<file path="src/rtl/imem_pkg.sv">
// Shared definitions for the instruction-memory loader: FSM encoding and frame field sizes.
package imem_pkg;

    // Loader FSM states.
    typedef enum logic [2:0] {
        S_IDLE  = 3'd0,
        S_LEN   = 3'd1,
        S_DATA  = 3'd2,
        S_WRITE = 3'd3,
        S_CHK   = 3'd4,
        S_DONE  = 3'd5,
        S_ERR   = 3'd6
    } state_e;

    localparam int WORD_BYTES = 4;  // bytes per instruction word
    localparam int LEN_BYTES  = 4;  // little-endian word count header
    localparam int CHK_BYTES  = 1;  // trailing 8-bit additive checksum

endpackage

</file>
<file path="src/rtl/imem_loader.sv">
// Frame receiver that assembles a little-endian byte stream into 32-bit words
// and writes them into instruction memory with a one-cycle strobe.
//
// Handshake: a byte moves on a rising edge where i_Byte_Valid and o_Byte_Ready
// are both high. o_Byte_Ready depends on the registered state only, so the
// source may raise or drop i_Byte_Valid in any cycle without a timeout.
module imem_loader
    import imem_pkg::*;
#(
    parameter int          HEIGHT    = 256,
    parameter logic [31:0] BASE_ADDR = 32'h0000_0000
) (
    input  logic        i_Clk,
    input  logic        i_Rst_n,
    input  logic        i_Start,
    input  logic [7:0]  i_Byte,
    input  logic        i_Byte_Valid,
    output logic        o_Byte_Ready,
    output logic        o_We,
    output logic [31:0] o_Waddr,
    output logic [31:0] o_Wdata,
    output logic        o_Busy,
    output logic        o_Done,
    output logic        o_Error,
    output state_e      o_Dbg_State
);

    // Largest word count that fits in the memory.
    localparam logic [31:0] MAX_WORDS = 32'(HEIGHT / WORD_BYTES);

    state_e      state_q, state_d;
    logic [31:0] len_q,   len_d;    // expected word count N
    logic [31:0] count_q, count_d;  // words written so far
    logic [31:0] addr_q,  addr_d;   // byte address of the word being assembled
    logic [31:0] word_q,  word_d;   // lane-select word assembler
    logic [1:0]  lane_q,  lane_d;   // byte index within LEN field or word
    logic [7:0]  sum_q,   sum_d;    // running mod-256 sum of LEN and payload bytes

    // Next-state logic: header shift, lane fill, word write and checksum decision.
    always_comb begin
        state_d = state_q;
        len_d   = len_q;
        count_d = count_q;
        addr_d  = addr_q;
        word_d  = word_q;
        lane_d  = lane_q;
        sum_d   = sum_q;

        case (state_q)
            S_IDLE, S_DONE, S_ERR: begin
                if (i_Start) begin
                    state_d = S_LEN;
                    len_d   = '0;
                    count_d = '0;
                    addr_d  = BASE_ADDR;
                    word_d  = '0;
                    lane_d  = '0;
                    sum_d   = '0;
                end
            end

            S_LEN: begin
                if (i_Byte_Valid) begin
                    // Bytes arrive LSB first, so shift in from the top.
                    len_d  = {i_Byte, len_q[31:8]};
                    sum_d  = sum_q + i_Byte;
                    lane_d = lane_q + 2'd1;
                    if (lane_q == 2'(LEN_BYTES - 1)) begin
                        if (len_d > MAX_WORDS) begin
                            state_d = S_ERR;
                        end else if (len_d == 32'd0) begin
                            state_d = S_CHK;
                        end else begin
                            state_d = S_DATA;
                        end
                    end
                end
            end

            S_DATA: begin
                if (i_Byte_Valid) begin
                    case (lane_q)
                        2'd0:    word_d[7:0]   = i_Byte;
                        2'd1:    word_d[15:8]  = i_Byte;
                        2'd2:    word_d[23:16] = i_Byte;
                        default: word_d[31:24] = i_Byte;
                    endcase
                    sum_d  = sum_q + i_Byte;
                    lane_d = lane_q + 2'd1;
                    if (lane_q == 2'(WORD_BYTES - 1)) begin
                        state_d = S_WRITE;
                    end
                end
            end

            S_WRITE: begin
                // Strobe is decoded from this state; advance only if more words follow
                // so the address never walks past the last word of memory.
                count_d = count_q + 32'd1;
                if (count_d == len_q) begin
                    state_d = S_CHK;
                end else begin
                    addr_d  = addr_q + 32'(WORD_BYTES);
                    state_d = S_DATA;
                end
            end

            S_CHK: begin
                if (i_Byte_Valid) begin
                    state_d = (i_Byte == sum_q) ? S_DONE : S_ERR;
                end
            end

            default: begin
                state_d = S_IDLE;
            end
        endcase
    end

    // State and datapath registers with asynchronous active-low clear.
    always_ff @(posedge i_Clk or negedge i_Rst_n) begin
        if (!i_Rst_n) begin
            state_q <= S_IDLE;
            len_q   <= '0;
            count_q <= '0;
            addr_q  <= '0;
            word_q  <= '0;
            lane_q  <= '0;
            sum_q   <= '0;
        end else begin
            state_q <= state_d;
            len_q   <= len_d;
            count_q <= count_d;
            addr_q  <= addr_d;
            word_q  <= word_d;
            lane_q  <= lane_d;
            sum_q   <= sum_d;
        end
    end

    // Outputs decode registered state only; no input reaches an output combinationally.
    assign o_Byte_Ready = (state_q == S_LEN) || (state_q == S_DATA) || (state_q == S_CHK);
    assign o_Busy       = o_Byte_Ready || (state_q == S_WRITE);
    assign o_We         = (state_q == S_WRITE);
    assign o_Waddr      = addr_q;
    assign o_Wdata      = word_q;
    assign o_Done       = (state_q == S_DONE);
    assign o_Error      = (state_q == S_ERR);
    assign o_Dbg_State  = state_q;

endmodule
</file>
<file path="config.mk">
export PLATFORM = sky130hd
export DESIGN_NAME = imem_loader
export DESIGN_NICKNAME = d
export VERILOG_FILES = /design/src/rtl/imem_pkg.sv /design/src/rtl/imem_loader.sv
export SDC_FILE = /design/constraint.sdc
export NUM_CORES = 1
export LEC_CHECK = 0
export ABC_CLOCK_PERIOD_IN_PS = 4300
export BUFFER_PORTS_ARGS = -buffer_cell sky130_fd_sc_hd__buf_4
export CAP_MARGIN = 40
export CORE_MARGIN = 4
export CORE_UTILIZATION = 60
export CTS_CLUSTER_SIZE = 25
export DETAILED_ROUTE_END_ITERATION = 8
export PLACE_DENSITY = 0.81
export SKIP_CTS_REPAIR_TIMING = 1
export SYNTH_ARGS = -nofsm -noshare
export SYNTH_HDL_FRONTEND = slang
export SYNTH_SLANG_ARGS = --single-unit
</file>
<file path="constraint.sdc">
create_clock -name i_Clk -period 4.3 [get_ports i_Clk]
set_clock_uncertainty 0.2 [all_clocks]
set_input_delay 0 -clock i_Clk [delete_from_list [all_inputs] [get_ports i_Clk]]
set_output_delay 0 -clock i_Clk [all_outputs]
set_load 0.05 [all_outputs]
</file>
==> metrics <==
Clock transition at path regs 0.07 ns; Final nets 1060; YS warnings 0; Leak Pwr 4.52 nW; CTS tree done; crit end category register; worst hold-check path type in -> reg; total wire length 21.7 mm; Synth Area in XOR/XNOR 5.70%; largest family of logic cells by synthesized area simple AND/OR/NAND/NOR gates; largest net degree at the start of global routing 66; final-report hold violation count 1; die area 0.0161 mm^2; Reg power frac 30.0%; DR DRC count 0; failing checks hold timing; Final Setup Violations 0; Clock Tree Buf Depth 2; worst rel slew slack 46.9%; DRC marker count from the first detailed-route iteration 708; CP Data Required Time 4.40 ns; vias in the first global route 6840; RSZ-0062 raised after global routing false; status complete, but fails checks; compound-gate portion of the synthesized area 13.9%; Worst Path Class, Setup reg -> reg; I/O pins 84; Clk pwr share 21.6%; ys async rst share 100%; global-route usage over all layers 26.8%; Final ANT Viol Nets 0; fin area 0.00985 mm^2; Tot Pwr 6.92 mW; Worst Hold Margin -0.0313 ns; Distinct cells, synth 69; Int Pwr 3.56 mW; share of layout cells above drive strength 1 17.9%; diode count 0; Final Cycle Share 87.7%; Cell Area, Placed 0.00913 mm^2; power per cell area 702 mW/mm^2; Worst-Skew Late Latency 0.44 ns; DR WL/cell 17.7 um; post-route minimum period 3.77 ns; area delta synth->final 16.5%; drt via density 6.23; H-tree depth 4; clock tree sinks 139; slew of the pin with the lowest slew margin 0.789 ns; DRT Pass-1 Iters 6; DIE HEIGHT 127 um; f_max 265 MHz; Starting Density 61.2%; max-cap violations 0; first-pass GRT wire length 35.1 mm; cells after synthesis 960; IO buf count 81; peak supply drop 0.617 mV; Overflow after GRT 0; TritonCTS Buffers 17; Synth Area per Inst 8.81 um^2; Max FO, Critical Path 25; Net Sw Power 3.35 mW; Die Wd 127 um; CTS Root Cell clkbuf_16; Post-synth top flop dfrtp_1; adder-cell share of the synthesized area 2.31%; CP arrival 3.86 ns; Core ar. 0.0138 mm^2; Post-synth EDFFs 0; vias 7644; DP Wirelength 14.3 mm; CP startpoint kind register; fin. max-slew vios 0; Comb pwr share 48.4%; Switching Share 48.5%; mux contribution to synthesized area 5.12%; TNS Setup 0 ns; Row Count 43; GP Congestion 0.932; post-synthesis register bit count 139; Post-Syn Area 0.00846 mm^2; post-synthesis simple-gate area fraction 27.2%; initial antenna violation count 0; post-synthesis sequential area ratio 41.1%
Yosys cell counts (4+ instances only):
library cell | n | area, um^2
nand2_1 | 160 | 601
nor2b_1 | 11 | 68.8
a21oi_1 | 37 | 185
and3_1 | 14 | 87.6
ha_1 | 14 | 175
or3_1 | 5 | 31.3
dfrtp_1 | 139 | 3480
buf_6 | 11 | 124
xor2_1 | 12 | 105
nor3_1 | 20 | 100
o21ai_0 | 48 | 240
nor3b_1 | 5 | 37.5
a22o_1 | 9 | 78.8
buf_2 | 5 | 25.0
nand3_1 | 86 | 430
nor4_1 | 17 | 106
a22oi_1 | 4 | 30.0
inv_1 | 17 | 63.8
o31ai_1 | 21 | 158
buf_4 | 5 | 37.5
a31oi_1 | 9 | 56.3
nand3b_1 | 4 | 30.0
clkbuf_1 | 32 | 120
and2_1 | 20 | 125
nand4_1 | 18 | 113
or4_1 | 11 | 82.6
xnor2_1 | 43 | 377
o311ai_0 | 10 | 87.6
nor2_1 | 59 | 221
o211ai_1 | 10 | 75.1
mux2i_1 | 5 | 50.1
mux2_2 | 34 | 383
nand2b_1 | 5 | 31.3
or2_2 | 5 | 31.3
metrics by stage:
step	cells	utilization, %	setup WS, ns
after floorplan	961	-	0.836
after global placement	1181	65.7	0.737
after detailed placement	1183	66.0	0.612
after CTS	1215	70.3	0.574
after global routing	1226	71.3	0.254
final	1226	71.3	0.531
power by group through the flow:
| stage | combinational (mW) | sequential [mW] | clock, mW |
|---|---|---|---|
| floorplan | 1.90 | 2.64 | 0 |
| global placement | 3.23 | 2.06 | 0 |
| detailed placement | 3.30 | 2.07 | 0 |
| CTS | 3.31 | 2.06 | 1.50 |
| global route | 3.60 | 2.13 | 1.57 |
| finish | 3.35 | 2.08 | 1.50 |
area by class of cell:
cell class | count | area, um^2
clock buffer | 17 | 425
clock inverter | 15 | 170
fill | 1048 | 3970
inverter | 17 | 63.8
multi-input combinational | 750 | 4600
sequential | 139 | 3480
tap | 180 | 225
timing repair buffer | 108 | 887
layout by cell type, fill, tap and decap left out, types with 6 or more instances in the layout:
master / netlist / layout
o31ai_1: 21 / 21
nor2b_1: 11 / 11
xnor2_1: 43 / 43
dfrtp_1: 139 / 139
nand3_1: 86 / 85
buf_4: 5 / 94
nor2_1: 59 / 58
nand2_1: 160 / 160
mux2_2: 34 / 34
clkbuf_16: 0 / 17
o311ai_0: 10 / 10
nor4_1: 17 / 17
inv_6: 0 / 6
nor3_1: 20 / 20
a21oi_1: 37 / 37
ha_1: 14 / 14
or4_1: 11 / 11
inv_1: 17 / 17
o21ai_0: 48 / 48
dlygate4sd3_1: 0 / 10
nand4_1: 18 / 18
o211ai_1: 10 / 10
and2_1: 20 / 20
and3_1: 14 / 14
a22o_1: 9 / 9
a31oi_1: 9 / 9
xor2_1: 12 / 12
layer usage:
layer | share of wire (%) | GRT usage (%)
met1 | 43 | 38.2
met5 | 0 | 0
met2 | 47 | 41.0
met4 | 2.1 | 8.01
met3 | 7.9 | 6.23
worst max-delay path: stages (launching register included):
cell,delay [ns]
dfrtp_1,0.48
ha_1,0.36
nand2_1,0.11
nor4_1,0.25
buf_4,0.22
nand4_1,0.30
xnor2_1,0.28
o2111a_1,0.21
nand4_1,0.18
nor4_4,0.35
buf_4,0.31
nand2b_2,0.25
o31ai_1,0.12
logic make-up (layout without fill, tap and decap cells):
family,count (synthesis),after routing
adder cells (fa/ha/maj),15,15
multiplexers,39,39
AND/OR/NAND/NOR,460,460
flip-flops,139,139
XOR/XNOR,55,55
other,1,2
AO/OA/AOI/OAI,179,179
buffers and inverters,72,157
worst paths after layout:
check,start,end,slack [ns],depth (start not counted)
worst max register to register,count_q[0],o_Waddr[27],0.53,12
worst min register to register,len_q[1],len_q[1],0.29,2
worst min-delay path,i_Byte_Valid,o_Dbg_State[0],-0.03,6
worst max-delay path,count_q[0],o_Waddr[27],0.53,12
min in group asynchronous,i_Rst_n,count_q[5],0.44,4
max in group asynchronous,i_Rst_n,len_q[27],3.00,4
flip-flops by register name (all words and copies together), names as in the netlist:
signal and cells:
count_q 32, lane_q 2, len_q 32, o_Dbg_State 3, o_Waddr 30, o_Wdata 32
sum_q 8
(Power assumes the default switching activity.)
